===== src/rtl/gearbox_pack_if.sv =====
// Stream bundle for gearbox_pack: narrow input beats in, packed wide words out.
// Handshake: a beat/word moves on a rising edge where valid && ready are both 1; valid holds its payload until then.
interface gearbox_pack_if #(
    parameter int IN_WIDTH  = 7,
    parameter int OUT_WIDTH = 32
);
    localparam int VB_W = $clog2(OUT_WIDTH + 1);

    logic                 valid_in;
    logic                 ready_in;
    logic [IN_WIDTH-1:0]  data_in;
    logic                 last_in;
    logic                 valid_out;
    logic                 ready_out;
    logic [OUT_WIDTH-1:0] data_out;
    logic [VB_W-1:0]      valid_bits_out;
    logic                 first_word;
    logic                 last_word;

    // Producer/consumer side (testbench or surrounding logic)
    modport master (
        output valid_in, data_in, last_in, ready_out,
        input  ready_in, valid_out, data_out, valid_bits_out, first_word, last_word
    );

    // Gearbox side
    modport slave (
        input  valid_in, data_in, last_in, ready_out,
        output ready_in, valid_out, data_out, valid_bits_out, first_word, last_word
    );
endinterface


===== src/rtl/gearbox_pack.sv =====
// Narrow-to-wide packing gearbox: IN_WIDTH beats concatenated LSB-first into OUT_WIDTH words.
// Optional GEARBOX_PACK_OVERRUN_EN adds a sticky overrun_err flag for producers without backpressure.
module gearbox_pack #(
    parameter int IN_WIDTH  = 7,
    parameter int OUT_WIDTH = 32
) (
    input  logic             clk,
    input  logic             rst,
    gearbox_pack_if.slave    bus,
    output logic             o_dbg_state
`ifdef GEARBOX_PACK_OVERRUN_EN
    ,
    output logic             overrun_err
`endif
);
    localparam int ACC_W = OUT_WIDTH + IN_WIDTH - 1;
    localparam int SUM_W = $clog2(OUT_WIDTH + IN_WIDTH + 1);
    localparam int VB_W  = $clog2(OUT_WIDTH + 1);
    localparam logic [SUM_W-1:0] OUT_C = SUM_W'(OUT_WIDTH);
    localparam logic [SUM_W-1:0] IN_C  = SUM_W'(IN_WIDTH);

    typedef enum logic {
        ST_FILL  = 1'b0,
        ST_FLUSH = 1'b1
    } state_t;

    state_t               r_state;
    state_t               w_state_nxt;

    logic [ACC_W-1:0]     r_acc;
    logic [SUM_W-1:0]     r_cnt;
    logic                 r_frame_start;

    logic                 r_valid_out;
    logic [OUT_WIDTH-1:0] r_data_out;
    logic [VB_W-1:0]      r_vbits;
    logic                 r_first;
    logic                 r_last;

    logic                 w_out_free;
    logic                 w_ready_in;
    logic                 w_take;
    logic [SUM_W-1:0]     w_sum;
    logic [SUM_W-1:0]     w_resid;
    logic                 w_full;
    logic [ACC_W-1:0]     w_merged;

    logic                 w_load;
    logic [OUT_WIDTH-1:0] w_ld_data;
    logic [VB_W-1:0]      w_ld_vbits;
    logic                 w_ld_first;
    logic                 w_ld_last;
    logic [ACC_W-1:0]     w_acc_nxt;
    logic [SUM_W-1:0]     w_cnt_nxt;
    logic                 w_fs_nxt;

    assign w_out_free = !r_valid_out || bus.ready_out;
    assign w_ready_in = !rst && (r_state == ST_FILL) && w_out_free;
    assign w_take     = bus.valid_in && w_ready_in;
    assign w_sum      = r_cnt + IN_C;
    assign w_resid    = w_sum - OUT_C;
    assign w_full     = (w_sum >= OUT_C);
    // Bits above r_cnt are always zero, so OR-ing the new beat in is a clean insert.
    assign w_merged   = r_acc | (ACC_W'(bus.data_in) << r_cnt);

    // State register
    always_ff @(posedge clk) begin
        if (rst) begin
            r_state <= ST_FILL;
        end else begin
            r_state <= w_state_nxt;
        end
    end

    // Next-state logic: FLUSH is entered only when a frame ends with a residue left over after a full word.
    always_comb begin
        w_state_nxt = r_state;
        case (r_state)
            ST_FILL: begin
                if (w_take && w_full && bus.last_in && (w_resid != '0)) begin
                    w_state_nxt = ST_FLUSH;
                end
            end
            ST_FLUSH: begin
                if (w_out_free) begin
                    w_state_nxt = ST_FILL;
                end
            end
            default: w_state_nxt = ST_FILL;
        endcase
    end

    // Output/datapath decode: what gets loaded into the output register and what stays in the accumulator.
    always_comb begin
        w_load     = 1'b0;
        w_ld_data  = r_data_out;
        w_ld_vbits = r_vbits;
        w_ld_first = r_first;
        w_ld_last  = r_last;
        w_acc_nxt  = r_acc;
        w_cnt_nxt  = r_cnt;
        w_fs_nxt   = r_frame_start;
        case (r_state)
            ST_FILL: begin
                if (w_take) begin
                    if (w_full) begin
                        w_load     = 1'b1;
                        w_ld_data  = w_merged[OUT_WIDTH-1:0];
                        w_ld_vbits = VB_W'(OUT_WIDTH);
                        w_ld_first = r_frame_start;
                        w_ld_last  = bus.last_in && (w_resid == '0);
                        w_acc_nxt  = w_merged >> OUT_WIDTH;
                        w_cnt_nxt  = w_resid;
                        w_fs_nxt   = bus.last_in && (w_resid == '0);
                    end else if (bus.last_in) begin
                        w_load     = 1'b1;
                        w_ld_data  = w_merged[OUT_WIDTH-1:0];
                        w_ld_vbits = VB_W'(w_sum);
                        w_ld_first = r_frame_start;
                        w_ld_last  = 1'b1;
                        w_acc_nxt  = '0;
                        w_cnt_nxt  = '0;
                        w_fs_nxt   = 1'b1;
                    end else begin
                        w_acc_nxt  = w_merged;
                        w_cnt_nxt  = w_sum;
                    end
                end
            end
            ST_FLUSH: begin
                if (w_out_free) begin
                    w_load     = 1'b1;
                    w_ld_data  = r_acc[OUT_WIDTH-1:0];
                    w_ld_vbits = VB_W'(r_cnt);
                    w_ld_first = r_frame_start;
                    w_ld_last  = 1'b1;
                    w_acc_nxt  = '0;
                    w_cnt_nxt  = '0;
                    w_fs_nxt   = 1'b1;
                end
            end
            default: ;
        endcase
    end

    always_ff @(posedge clk) begin
        if (rst) begin
            r_acc         <= '0;
            r_cnt         <= '0;
            r_frame_start <= 1'b1;
        end else begin
            r_acc         <= w_acc_nxt;
            r_cnt         <= w_cnt_nxt;
            r_frame_start <= w_fs_nxt;
        end
    end

    // Output register moves only on a load, so payload is frozen while stalled.
    always_ff @(posedge clk) begin
        if (rst) begin
            r_valid_out <= 1'b0;
            r_data_out  <= '0;
            r_vbits     <= '0;
            r_first     <= 1'b0;
            r_last      <= 1'b0;
        end else begin
            if (w_load) begin
                r_valid_out <= 1'b1;
                r_data_out  <= w_ld_data;
                r_vbits     <= w_ld_vbits;
                r_first     <= w_ld_first;
                r_last      <= w_ld_last;
            end else if (bus.ready_out) begin
                r_valid_out <= 1'b0;
            end
        end
    end

    assign bus.ready_in       = w_ready_in;
    assign bus.valid_out      = r_valid_out;
    assign bus.data_out       = r_data_out;
    assign bus.valid_bits_out = r_vbits;
    assign bus.first_word     = r_first;
    assign bus.last_word      = r_last;
    assign o_dbg_state        = r_state;

`ifdef GEARBOX_PACK_OVERRUN_EN
    logic r_overrun;

    // Sticky until reset; the refused beat is simply not stored.
    always_ff @(posedge clk) begin
        if (rst) begin
            r_overrun <= 1'b0;
        end else if (bus.valid_in && !w_ready_in) begin
            r_overrun <= 1'b1;
        end
    end

    assign overrun_err = r_overrun;
`endif

endmodule


===== src/flat_wrapper.sv =====
// flat-port wrapper written by rule: the top's interface ports become plain ports
module gearbox_pack_flat 
#(
    parameter int IN_WIDTH  = 7,
    parameter int OUT_WIDTH = 32
)
  (clk, rst, o_dbg_state, bus_valid_in, bus_data_in, bus_last_in, bus_ready_out, bus_ready_in, bus_valid_out, bus_data_out, bus_valid_bits_out, bus_first_word, bus_last_word);
  gearbox_pack_if #(.IN_WIDTH(IN_WIDTH), .OUT_WIDTH(OUT_WIDTH)) bus_i ();
  input  logic clk;
  input  logic rst;
  output logic o_dbg_state;
  input wire logic [$bits(bus_i.valid_in)-1:0] bus_valid_in;
  input wire logic [$bits(bus_i.data_in)-1:0] bus_data_in;
  input wire logic [$bits(bus_i.last_in)-1:0] bus_last_in;
  input wire logic [$bits(bus_i.ready_out)-1:0] bus_ready_out;
  output wire logic [$bits(bus_i.ready_in)-1:0] bus_ready_in;
  output wire logic [$bits(bus_i.valid_out)-1:0] bus_valid_out;
  output wire logic [$bits(bus_i.data_out)-1:0] bus_data_out;
  output wire logic [$bits(bus_i.valid_bits_out)-1:0] bus_valid_bits_out;
  output wire logic [$bits(bus_i.first_word)-1:0] bus_first_word;
  output wire logic [$bits(bus_i.last_word)-1:0] bus_last_word;
  assign bus_i.valid_in = bus_valid_in;
  assign bus_i.data_in = bus_data_in;
  assign bus_i.last_in = bus_last_in;
  assign bus_i.ready_out = bus_ready_out;
  assign bus_ready_in = bus_i.ready_in;
  assign bus_valid_out = bus_i.valid_out;
  assign bus_data_out = bus_i.data_out;
  assign bus_valid_bits_out = bus_i.valid_bits_out;
  assign bus_first_word = bus_i.first_word;
  assign bus_last_word = bus_i.last_word;
  gearbox_pack #(.IN_WIDTH(IN_WIDTH), .OUT_WIDTH(OUT_WIDTH)) u_core (.clk(clk), .rst(rst), .bus(bus_i), .o_dbg_state(o_dbg_state));
endmodule

===== config.mk =====
export PLATFORM = sky130hd
export DESIGN_NAME = gearbox_pack_flat
export DESIGN_NICKNAME = d
export VERILOG_FILES = /design/src/rtl/gearbox_pack_if.sv /design/src/rtl/gearbox_pack.sv /design/src/flat_wrapper.sv
export SDC_FILE = /design/constraint.sdc
export NUM_CORES = 1
export LEC_CHECK = 0
export CAP_MARGIN = 20
export CORE_ASPECT_RATIO = 1.75
export CORE_MARGIN = 1
export CORE_UTILIZATION = 33
export CTS_BUF_LIST = sky130_fd_sc_hd__clkbuf_16
export DETAILED_ROUTE_END_ITERATION = 12
export GPL_TIMING_DRIVEN = 0
export PLACE_DENSITY = 0.62
export SLEW_MARGIN = 5
export SYNTH_ARGS = -nofsm -noshare
export SYNTH_HDL_FRONTEND = slang
export SYNTH_SLANG_ARGS = --single-unit

===== constraint.sdc =====
create_clock -name clk -period 2.45 [get_ports clk]
set_clock_uncertainty 0.2 [all_clocks]
set_input_delay 0.49 -clock clk [delete_from_list [all_inputs] [get_ports clk]]
set_output_delay 0.49 -clock clk [all_outputs]
set_load 0.01 [all_outputs]

# == Yosys cells after proc, flatten, opt, wreduce, memory -nomap -nowiden ==
# Index checks and enable logic that the tools add are counted.
# classes
muxes,40
bitwise_logic,2
n_reduce_logical,16
addsub,2
magnitude_cmp,1
n_eq_ne,3
multipliers,0
shifts,1
div,0
# ops
operator,count
two-way mux 38 bit,4
two-way mux 32 bit,4
one-hot mux 38 bit (2 select lines),1
one-hot mux 32 bit (2 select lines),1
two-way mux 6 bit,8
OR 38 bit,1
<< shifter 7 x 6 -> 38 bit,1
one-hot mux 6 bit (2 select lines),2
two-way mux 1 bit,16
one-hot mux 1 bit (2 select lines),4
logical AND 1 bit,7
"adder 6 x 3 -> 6 bit, second input constant",1
">= comparator 6 bit, second input constant",1
zero test 6 bit,1
nonzero test 6 bit,1
"subtractor 6 bit, second input constant",1
AND reduction 4 bit,1
"inequality test 3 x 2 -> 1 bit, second input constant",1
AND reduction 3 bit,1
zero test 1 bit,2
"inequality test 2 x 1 -> 1 bit, second input constant",1
"inequality test 2 bit, second input constant",1
AND reduction 2 bit,1
nonzero test 2 bit,1
2 further kinds,2
# totals
ramBits,0
wordCells,74
n_memories,0
latchBits,0
register_bits,87
romBits,0

# == Depth between registers and ports, before layout ==
# logic_depth
word_depth,9
depth_mapped,10
ltp_nobuf,7

# == Worst setup path before layout ==
# OpenSTA, ideal clock, no wires.
# synth_timing
path_type,input to register
start,input rst
end,register u_core.r_data_out[7] (netlist: u_core.bus.data_out[7])
required_time_ns,2.111
setup_ns,0.139
n_path_buf,2
arrival_time_ns,1.808
stages,7
slack_ns,0.303
cell_sequence,clkbuf_1 > nand2b_1 > nor3_1 > a21boi_4 > buf_6 > a211oi_1 > nor3_2
# synth_between
elab_chain_cells,7
word_cells_on_any_way,8
classes_between,eq/ne (1); mux (2); reduce/logical (5)
# synth_rtl
element,line,source
from (decl),flat_wrapper.sv:10,input logic rst;
zero test 1 bit,gearbox_pack.sv:58,assign w_ready_in = !rst && (r_state == ST_FILL) && w_out_free;
logical AND 1 bit (2 in a row),gearbox_pack.sv:58,
logical AND 1 bit,gearbox_pack.sv:59,assign w_take = bus.valid_in && w_ready_in;
two-way mux 1 bit,gearbox_pack.sv:105,if (w_take) begin
one-hot mux 1 bit (2 select lines),gearbox_pack.sv:103,case (r_state)
AND reduction 4 bit (no line),-,
to (signal assigned),gearbox_pack.sv:169,r_data_out <= w_ld_data;
to (decl),gearbox_pack.sv:35,logic [OUT_WIDTH-1:0] r_data_out;
# Several ways; a longest one is shown, not always the timed one.
# A chain may end at the register's enable or synchronous reset.

# == Worst setup path after layout ==
# layout_timing
start,input bus_data_in[1]
end,register u_core.r_data_out[8] (netlist: u_core.bus.data_out[8])
# layout_between
elab_chain_cells,6
# layout_rtl
element,line,source
from (decl),flat_wrapper.sv:13,input wire logic [$bits(bus_i.data_in)-1:0] bus_data_in;
<< shifter 7 x 6 -> 38 bit (*),gearbox_pack.sv:64,assign w_merged = r_acc | (ACC_W'(bus.data_in) << r_cnt);
OR 38 bit (*),gearbox_pack.sv:64,
two-way mux 32 bit,gearbox_pack.sv:115,end else if (bus.last_in) begin
two-way mux 32 bit (*),gearbox_pack.sv:106,if (w_full) begin
two-way mux 32 bit (*),gearbox_pack.sv:105,
one-hot mux 32 bit (2 select lines) (*),gearbox_pack.sv:103,
# Every way passes the cells marked *; elsewhere a longest branch is shown, timed or not. The select of a mux whose other input is x is not followed.

==> impl_results.md <==
* Status: completed
* Place WS at -885 ps
* Post-route insts no fill at ~730
* EDFF count, synth at 0
* H-tree levels at 3
* Slew HR at 51.0%
* CP Data Required Time at ~2500 ps
* Clock Path Buffers at 2
* Clk sinks at 87
* DP HPWL at just over 10 mm
* Placed insts at approximately 710
* Port buffer count at 52
* Area leader, netlist: dfxtp_1
* Setup crit start kind: input port
* Synth Register Bits at 87
* Via Count at 4077
* RSZ-0062 raised after global routing: yes
* Setup TNS at 0 ps
* Core Rows at 54
* Die footprint at ~0.013 mm2
* Critical path launch point: bus_data_in[1]
* Post-synthesis instance area at roughly 0.0042 mm2
* Final setup fails at 0
* Hold_sp: u_core.bus.valid_bits_out[5]
* Synthesis warning total at 0
* Final wirelength at around 13 mm
* Reg2Reg Launch Point: u_core.r_cnt[0]
* Mapped Nets at a little over 500
* Setup WS post-layout at 40.5 ps
* Starting density of the core at ~34%
* Final period util at a little over nine tenths
* First-pass GRT wire length at a little over 20 mm
* Placer Congestion at approximately 0.92
* GRT Resource Usage Total at between 20% and 30%
* Syn avg cell area at 8.52 um2
* Die Wd at 87.3 um
* Pwr dens at about 630 mW/mm2
* Fin area at approximately 0.0053 mm2
* Total power at ~3.4 mW
* Post-synth ARST share at 0%
* Largest net degree at the start of global routing at 15
* Max Slew Vio Count at 0
* Seq/Total Area, Yosys at slightly above 40%
* Placed Area at roughly 0.0049 mm2
* WL/cell at between 15 and 20 um
* Fin. Hold Viols at 0
* Clk_lat worst skew at between 300 and 400 ps
* DRC at 0
* Dominant synthesized flop cell: dfxtp_1
* Cts bufs inserted at 9
* Layout area overhead at 27.3%
* Syn Inst Count at between 400 and 500
* Grt total ovfl at 0
* DR pass1 iterations at 5
* Core area at around 0.012 mm2
* LEAKAGE at approximately 1.9 nW
* Max-Cap Viols at 0
* TritonCTS clock tree: done
* IO Pins at 55
* Vias in the first global route at 3865
* CP Capture Type: flip-flop
* Yosys top cell area share at 41.5%
* Worst-Margin Slew at roughly 730 ps
* ANT nets after route at 0
* Number of inserted diodes at 0
* Clock Root Buffer: clkbuf_16
* Critical Path AT at around 2400 ps
* Hold crit path type: reg2reg
* Die Y-Extent at roughly 150 um
* Final Critical Period at between 2000 and 2500 ps
* Worst VDD drop at roughly 400 uV
* Fmax at just over 400 MHz
* DRT iter0 DRCs at 229
* Initial antenna violation count at 0
* WS Path Type: in2reg
* Vias/cell at 5.58
* Clock Pin Slew Worst Setup and Hold Paths at 60 ps
* CP max FO at 6
* Synth cell types at 54
* Final net count at between 500 and 600
* Layout cell share with drive strength beyond 1 at between 10% and 20%
* Synth area leaders: dfxtp_1, nor2_1, a211oi_1, a21oi_1, nor3_1
## final timing paths
kind / endpoint / slack [ps] / cells past startpoint
worst max register to register: u_core.bus.data_out[31] / 90 / 7
worst min-delay path: u_core.bus.valid_bits_out[5] / 260 / 2
worst min register to register: u_core.bus.valid_bits_out[5] / 260 / 2
worst max-delay path: u_core.bus.data_out[8] / 40 / 6
## worst max-delay path, stage by stage
cell             delay [ps]
clkdlybuf4s50_1         530
mux2_2                  390
mux2i_1                 300
o21ai_0                 280
a211oi_1                350
nor3_2                   70
## report_power, final
group	switching (mW)	leakage, nW	internal (mW)
clock network	0.561	0.135	0.781
logic	0.322	1.04	0.213
registers	0.0237	0.706	1.46
## area by class of cell
class / count / area, um2
Buffer: 39 / 249
Clock buffer: 9 / 225
Clock inverter: 6 / 62.6
Fill cell: 1307 / 7080
Inverter: 6 / 26.3
Multi-Input combinational cell: 361 / 2290
Sequential cell: 87 / 1740
Tap cell: 168 / 210
Timing Repair Buffer: 55 / 542
## synthesized netlist by cell type (all sizes together) (2+ instances only)
cell      n
nor2     88
dfxtp    87
nor3     54
a21oi    45
a211oi   39
buf      22
clkbuf   17
nand2    16
o21ai    12
nand3    10
a221oi    8
nand2b    8
mux2      6
nor2b     6
o22ai     6
a21o      5
and2      5
o32ai     5
mux2i     4
o211ai    4
a311oi    3
a32oi     3
clkinv    3
inv       3
nor4      3
or3       3
a221o     2
a22o      2
a2bb2oi   2
a31oi     2
and3b     2
ha        2
nor3b     2
o21bai    2
o2bb2ai   2
## per-stage QoR
step	util [%]	hold WS, ps
final	43.0	257
after global routing	43.0	281
after CTS	42.4	257
after detailed placement	39.7	249
after global placement	39.7	248
after floorplan	-	237
## sequential cells by signal, summed over array words and instances, names as in the netlist
register                   count
u_core.r_acc                  38
u_core.bus.valid_out           1
u_core.r_frame_start           1
u_core.o_dbg_state             1
u_core.r_cnt                   6
u_core.bus.valid_bits_out      6
u_core.bus.data_out           32
u_core.bus.first_word          1
u_core.bus.last_word           1
## cells by family after synthesis
group           share of synthesized area, %
compound gates                          25.2
flops                                   41.5
simple gates                            23.9
xor+xnor                               0.596
fa+ha+maj                              0.596
buf+inv                                 5.72
mux                                     2.56
## layer usage
metal / global-route usage (%) / wire length (um) / up-vias
li1: - / - / 1935
met1: 22.2 / 5110 / 1940
met2: 37.2 / 6880 / 153
met3: 3.54 / 524 / 49
met4: 15.0 / 980 / 0
met5: 0 / 0 / -
## cells in the final DEF, fill, tap and decap left out, types with 3 or more instances in the layout
cell / count
a211oi_1: 35
a211oi_2: 4
a21o_1: 5
a21oi_1: 45
a221oi_1: 7
a311oi_1: 3
a32oi_1: 3
and2_1: 5
buf_2: 11
buf_4: 6
buf_6: 7
clkbuf_1: 8
clkbuf_16: 9
clkbuf_2: 6
clkdlybuf4s50_1: 51
clkinv_1: 3
clkinvlp_4: 3
dfxtp_1: 87
inv_1: 3
mux2_2: 6
nand2_1: 15
nand2b_1: 7
nand3_1: 10
nor2_1: 88
nor2b_1: 6
nor3_1: 36
nor3_2: 17
o211ai_1: 3
o21ai_0: 10
o22ai_1: 6
o32ai_1: 3
or3_1: 3
## what timing repair did
action	4_1_cts	5_1_grt
setup buffers	0	3
endpoints found under the setup margin	13	59
hold buffers	0	0
gates resized for setup	14	22
Note: power is estimated with default switching activity, not from simulation.
